File: src/rtl/icache_refill_assembler_pkg.sv
// Shared definitions for the icache refill assembler.
//   - default line / transaction-ID widths used as module parameter defaults
//   - AXI R-channel response encodings and a helper that flags error responses
//   - refill FSM state type
package icache_refill_assembler_pkg;

    localparam int unsigned ICACHE_LINE_WIDTH = 256;
    localparam int unsigned CACHE_ID_WIDTH    = 4;
    localparam int unsigned AXI_BEAT_WIDTH    = 64;

    localparam logic [1:0] AXI_RESP_OKAY   = 2'b00;
    localparam logic [1:0] AXI_RESP_EXOKAY = 2'b01;
    localparam logic [1:0] AXI_RESP_SLVERR = 2'b10;
    localparam logic [1:0] AXI_RESP_DECERR = 2'b11;

    typedef enum logic [1:0] {
        ST_IDLE,
        ST_COLLECT,
        ST_RETURN
    } refill_state_e;

    // EXOKAY carries no meaning for instruction fetches and counts as OKAY.
    function automatic logic resp_is_err(input logic [1:0] resp);
        logic err;
        case (resp)
            AXI_RESP_OKAY, AXI_RESP_EXOKAY:   err = 1'b0;
            AXI_RESP_SLVERR, AXI_RESP_DECERR: err = 1'b1;
            default:                          err = 1'b0;
        endcase
        return err;
    endfunction

endpackage

File: src/rtl/icache_refill_assembler.sv
// Collects the 64-bit AXI R beats of one icache refill into a full line and
// hands it to the L1I$ as a single-cycle return pulse.
//
// Ports:
//   clk_i, rst_ni            clock, asynchronous active-low reset
//   req_valid_i/req_ready_o  refill request (sent the cycle AR completes)
//   req_nc_i                 non-cacheable single-beat read
//   req_tid_i, req_axi_id_i  icache transaction ID and AXI ID used on AR
//   kill_i                   discard the current refill; its beats still drain
//   r_*                      AXI R channel (64-bit data)
//   rtrn_vld_o               one-cycle return pulse
//   rtrn_data_o/tid_o/err_o  returned line, tid and error flag; held until the
//                            next return
module icache_refill_assembler
    import icache_refill_assembler_pkg::*;
#(
    parameter int unsigned LineWidth = ICACHE_LINE_WIDTH,
    parameter int unsigned IdWidth   = 4,
    parameter int unsigned TidWidth  = CACHE_ID_WIDTH
) (
    input  logic                 clk_i,
    input  logic                 rst_ni,
    input  logic                 req_valid_i,
    output logic                 req_ready_o,
    input  logic                 req_nc_i,
    input  logic [TidWidth-1:0]  req_tid_i,
    input  logic [IdWidth-1:0]   req_axi_id_i,
    input  logic                 kill_i,
    input  logic                 r_valid_i,
    output logic                 r_ready_o,
    input  logic [63:0]          r_data_i,
    input  logic [IdWidth-1:0]   r_id_i,
    input  logic                 r_last_i,
    input  logic [1:0]           r_resp_i,
    output logic                 rtrn_vld_o,
    output logic [LineWidth-1:0] rtrn_data_o,
    output logic [TidWidth-1:0]  rtrn_tid_o,
    output logic                 rtrn_err_o
);

    localparam int unsigned NumWords = LineWidth / AXI_BEAT_WIDTH;
    localparam int unsigned CntWidth = $clog2(NumWords) + 1;
    localparam int unsigned IdxWidth = (NumWords > 1) ? $clog2(NumWords) : 1;
    localparam logic [CntWidth-1:0] FullCnt = CntWidth'(NumWords);
    localparam logic [CntWidth-1:0] OneCnt  = CntWidth'(1);

    refill_state_e state_q, state_d;

    logic                nc_q;
    logic [TidWidth-1:0] tid_q;
    logic [IdWidth-1:0]  axi_id_q;
    logic [CntWidth-1:0] expected_q;
    logic [CntWidth-1:0] count_q, count_d;
    logic                err_q, err_d;
    logic                killed_q, killed_d;
    logic [63:0]         words_q [NumWords];
    logic [63:0]         words_d [NumWords];

    logic [LineWidth-1:0] rtrn_data_q;
    logic [TidWidth-1:0]  rtrn_tid_q;
    logic                 rtrn_err_q;

    logic                 req_accept;
    logic                 beat;
    logic                 in_range;
    logic [IdxWidth-1:0]  beat_idx;
    logic                 load_rtrn;
    logic [LineWidth-1:0] line_d;

    assign req_accept = req_valid_i && (state_q != ST_COLLECT);
    assign beat       = r_valid_i && (state_q == ST_COLLECT);
    assign in_range   = count_q < expected_q;
    assign beat_idx   = nc_q ? '0 : count_q[IdxWidth-1:0];

    // ------------------------------------------------------------------
    // FSM next state
    // ------------------------------------------------------------------
    always_comb begin
        state_d   = state_q;
        load_rtrn = 1'b0;
        case (state_q)
            ST_IDLE: begin
                if (req_valid_i) state_d = ST_COLLECT;
            end
            ST_COLLECT: begin
                if (beat && r_last_i) begin
                    // A kill arriving with the last beat still suppresses it.
                    if (killed_q || kill_i) begin
                        state_d = ST_IDLE;
                    end else begin
                        state_d   = ST_RETURN;
                        load_rtrn = 1'b1;
                    end
                end
            end
            ST_RETURN: begin
                state_d = req_valid_i ? ST_COLLECT : ST_IDLE;
            end
            default: state_d = ST_IDLE;
        endcase
    end

    // ------------------------------------------------------------------
    // Beat collection datapath
    // ------------------------------------------------------------------
    always_comb begin
        words_d  = words_q;
        count_d  = count_q;
        err_d    = err_q;
        killed_d = killed_q;
        line_d   = '0;

        if (req_accept) begin
            for (int unsigned i = 0; i < NumWords; i++) words_d[i] = '0;
            count_d  = '0;
            err_d    = 1'b0;
            killed_d = 1'b0;
        end else if (state_q == ST_COLLECT) begin
            if (kill_i) killed_d = 1'b1;
            if (beat) begin
                for (int unsigned i = 0; i < NumWords; i++) begin
                    if (in_range && (beat_idx == IdxWidth'(i))) words_d[i] = r_data_i;
                end
                if (in_range) count_d = count_q + OneCnt;
                // Excess beats are dropped but poison the line.
                if (resp_is_err(r_resp_i) || (r_id_i != axi_id_q) || !in_range) err_d = 1'b1;
                // count_d already includes this beat, so this is the short-burst test.
                if (r_last_i && (count_d < expected_q)) err_d = 1'b1;
            end
        end

        // Packed view including the beat landing this cycle, so the return
        // register can be loaded on the last handshake.
        for (int unsigned i = 0; i < NumWords; i++) line_d[i*64 +: 64] = words_d[i];
    end

    // ------------------------------------------------------------------
    // Registers
    // ------------------------------------------------------------------
    always_ff @(posedge clk_i or negedge rst_ni) begin
        if (!rst_ni) begin
            state_q    <= ST_IDLE;
            nc_q       <= 1'b0;
            tid_q      <= '0;
            axi_id_q   <= '0;
            expected_q <= '0;
            count_q    <= '0;
            err_q      <= 1'b0;
            killed_q   <= 1'b0;
            for (int unsigned i = 0; i < NumWords; i++) words_q[i] <= '0;
            rtrn_data_q <= '0;
            rtrn_tid_q  <= '0;
            rtrn_err_q  <= 1'b0;
        end else begin
            state_q  <= state_d;
            count_q  <= count_d;
            err_q    <= err_d;
            killed_q <= killed_d;
            words_q  <= words_d;
            if (req_accept) begin
                nc_q       <= req_nc_i;
                tid_q      <= req_tid_i;
                axi_id_q   <= req_axi_id_i;
                expected_q <= req_nc_i ? OneCnt : FullCnt;
            end
            if (load_rtrn) begin
                rtrn_data_q <= line_d;
                rtrn_tid_q  <= tid_q;
                rtrn_err_q  <= err_d;
            end
        end
    end

    assign req_ready_o = (state_q != ST_COLLECT);
    assign r_ready_o   = (state_q == ST_COLLECT);
    assign rtrn_vld_o  = (state_q == ST_RETURN);
    assign rtrn_data_o = rtrn_data_q;
    assign rtrn_tid_o  = rtrn_tid_q;
    assign rtrn_err_o  = rtrn_err_q;

endmodule
File: config.mk
export PLATFORM = sky130hd
export DESIGN_NAME = icache_refill_assembler
export DESIGN_NICKNAME = d
export VERILOG_FILES = /design/src/rtl/icache_refill_assembler_pkg.sv /design/src/rtl/icache_refill_assembler.sv
export SDC_FILE = /design/constraint.sdc
export NUM_CORES = 1
export LEC_CHECK = 0
export BUFFER_PORTS_ARGS = -buffer_cell sky130_fd_sc_hd__buf_2
export CAP_MARGIN = 20
export CORE_MARGIN = 2
export CORE_UTILIZATION = 60
export DETAILED_ROUTE_END_ITERATION = 10
export PLACE_DENSITY = 0.91
export SYNTH_ARGS = -nofsm -noshare
export SYNTH_HDL_FRONTEND = slang
export SYNTH_SLANG_ARGS = --single-unit
File: constraint.sdc
create_clock -name clk_i -period 3.6 [get_ports clk_i]
set_clock_uncertainty 0.1 [all_clocks]
set_input_delay 0.36 -clock clk_i [delete_from_list [all_inputs] [get_ports clk_i]]
set_output_delay 0.36 -clock clk_i [all_outputs]
set_load 0.05 [all_outputs]
==> metrics.csv <==
stage,metric,value,unit
synth,synth-seq-cells,534,
synth,syn_area_per_cell,11.0,µm²
timing,tightestPinTransition,1.03,ns
critical_path,critPathLaunchType,flop,
drt,wl_met2,27000,µm
synth,ys.flop_type,dfrtp_1,
min_path,hold_end,words_q[204],
critical_path,crit_fanout,37,
critical_path,r2r_start,expected_q[2],
drt,vias,15900,
drt,vias_per_cell,5.98,
synth,synth_cell_types,41,
clocking,clk_pin_slew,0.06,ns
drt,drt_iter0_drc,1502,
critical_path,rrSetupSlack,0.57,ns
drt,wl,54100,µm
timing,drv_slew,0,
drt,met1Wirelength,20600,µm
clocking,htree_num_levels,2,
placed_design,gp_congestion,0.841,
synth,synth_cells,1856,
placed_design,portBuffers,347,
power_and_ir_drop,p_leak,13.5,nW
die,pin_count,349,
layout,drive_above_1_share,0.215,
drt,top_layer,met4,
layout,final_cell_mix,"534 x dfrtp_1, 346 x buf_2, 259 x nor2_1, 232 x nand2_1, 192 x mux2i_1",
die,fp-row-count,67,
layout,post-route-util,0.729,
timing,setup_viol,0,
run_status,status,finished clean,
grt,antenna_found_initial,0,
drt,drc,0,
grt,grt_max_degree,217,
synth,synthesis.nets,1944,
grt,grt_pass1_wl,87300,µm
drt,wl_met3,4410,µm
critical_path,r2r_cells,8,
power_and_ir_drop,power_density,792,nW/µm²
synth,ys.warnings.count,0,
die,core_area,33600,µm²
die,fp.dieW,189,µm
placed_design,hpwlAfterDp,33900,µm
grt,first_global_vias,16300,
critical_path,worstSetupPathType,flop to flop,
timing,hold_viol_final,0,
critical_path,timing.rr.end,rtrn_data_o[225],
power_and_ir_drop,vdd_drop_max,0.000594,V
flow_run,cap_violations,0,
clocking,ctsResizeCount,0,
drt,dr.pass1.iters,8,
placed_design,place_ws,0.670,ns
timing,final.setup.tns,0,ns
drt,post_drt_wl_per_cell,20.4,µm
min_path,hp-class,input pin to flop,
min_path,hold_depth,3,
grt,grt_use_total,0.306,
clocking,clkLatencyLatePin,0.55,ns
clocking,postCtsSetupRepairBufs,0,
clocking,cts_sinks,534,
drt,drtAntennaViolNets,0,
layout,antennaDiodeCount,0,
grt,overflow,0,
critical_path,cp.required,3.89,ns
clocking,cts-hold-fix-buffers,11,
clocking,cts_buffer_depth,3,
layout,synthToLayoutAreaGrowth,19.6,%
clocking,cts-buffers-inserted,50,
die,dieArea,35600,µm²
synth,async_flop_share,1.00,
min_path,min_from,r_data_i[12],
layout,layout.nets,2260,
die,start_util,0.609,
timing,final.min_clock_period,3.03,ns
power_and_ir_drop,power.total,19.4,mW
clocking,cts_root_buf,clkbuf_16,
clocking,cts_tree,done,
die,die_h,189,µm
synth,syn-cell-area,20500,µm²
timing,rsz0062_at_grt,false,
timing,fin_ws,0.572,ns
critical_path,crit_path_end_kind,flop,
layout,layout_commonest_cell,dfrtp_1,
critical_path,crit_arrival,3.31,ns
timing,slew_headroom,0.310,
timing,period_share,0.841,
timing,max_freq,0.330,GHz
synth,synth_edf_count,0,
synth,yosysSeqAreaShare,0.652,
critical path: stages, from the launching register on:
cell and delay [ns]:
dfrtp_1 0.37, inv_1 0.08, ha_1 0.31, nand4bb_4 0.29, buf_4 0.25, or4b_4 0.55
buf_4 0.36, mux2i_1 0.36, o21ai_1 0.12
through the flow:
stage / hold slack (ns) / area (µm²) / cells
floorplan: -0.0356 / 20500 / 1856
global placement: 0.328 / 22700 / 2557
detailed placement: 0.335 / 22700 / 2557
CTS: 0.00453 / 24500 / 2653
global route: 0.0141 / 24500 / 2653
finish: 0.0280 / 24500 / 2653
cell families (layout without fill, tap and decap cells):
kind of cell    after synthesis  after routing  share of synthesized area
fa+ha+maj                     3              3                    0.00183
buf+inv                     146            495                     0.0337
mux                         192            192                     0.0938
compound gates              404            404                      0.105
xor+xnor                      2              2                   0.000855
simple gates                575            575                      0.113
flops                       534            534                      0.652
cell usage after synthesis (2+ instances only):
master	number	area [µm²]
nor2_1	260	976
nand2_1	232	871
o31ai_1	2	15.0
nor2b_1	4	25.0
a31oi_1	65	407
mux2i_1	192	1920
nand2b_1	3	18.8
ha_1	3	37.5
a21o_1	2	15.0
o21ai_0	69	345
buf_6	14	158
inv_1	10	37.5
dfrtp_1	534	13400
nor3_1	2	10.0
a21oi_1	66	330
o21ai_1	191	956
buf_2	27	135
clkbuf_1	88	330
buf_1	5	18.8
o22ai_1	2	12.5
nand3_1	65	325
power breakdown:
part           switching, mW  internal, mW
logic                   4.84          1.46
registers              0.590          7.18
clock network           2.17          3.17
total                   7.60          11.8
layer usage:
metal / track usage / up-vias
met2: 0.503 / 796
met5: 0 / -
met1: 0.402 / 7953
met3: 0.0613 / 162
li1: - / 6965
met4: 0.129 / 0
worst max path at each step:
stage	startpoint	end	cells after the start
floorplan	state_q[1]	words_q[182]	6
global placement	expected_q[2]	rtrn_data_o[227]	8
detailed placement	expected_q[2]	rtrn_data_o[245]	8
CTS	expected_q[2]	rtrn_data_o[225]	8
global route	expected_q[2]	rtrn_data_o[230]	8
finish	expected_q[2]	rtrn_data_o[225]	8
registers in the layout, summed over array words and instances, names as in the netlist:
register     cells
rtrn_data_o    256
words_q        256
axi_id_q         4
rtrn_tid_o       4
tid_q            4
count_q          3
expected_q       2
state_q          2
err_q            1
killed_q         1
rtrn_err_o       1
area by class of cell:
class / count / area (µm²)
Tap cell: 448 / 561
Clock buffer: 79 / 1560
Timing Repair Buffer: 399 / 2360
Fill cell: 2103 / 9110
Multi-Input combinational cell: 1176 / 6500
Inverter: 11 / 43.8
Sequential cell: 534 / 13400
Clock inverter: 6 / 105
(Power assumes the default switching activity.)
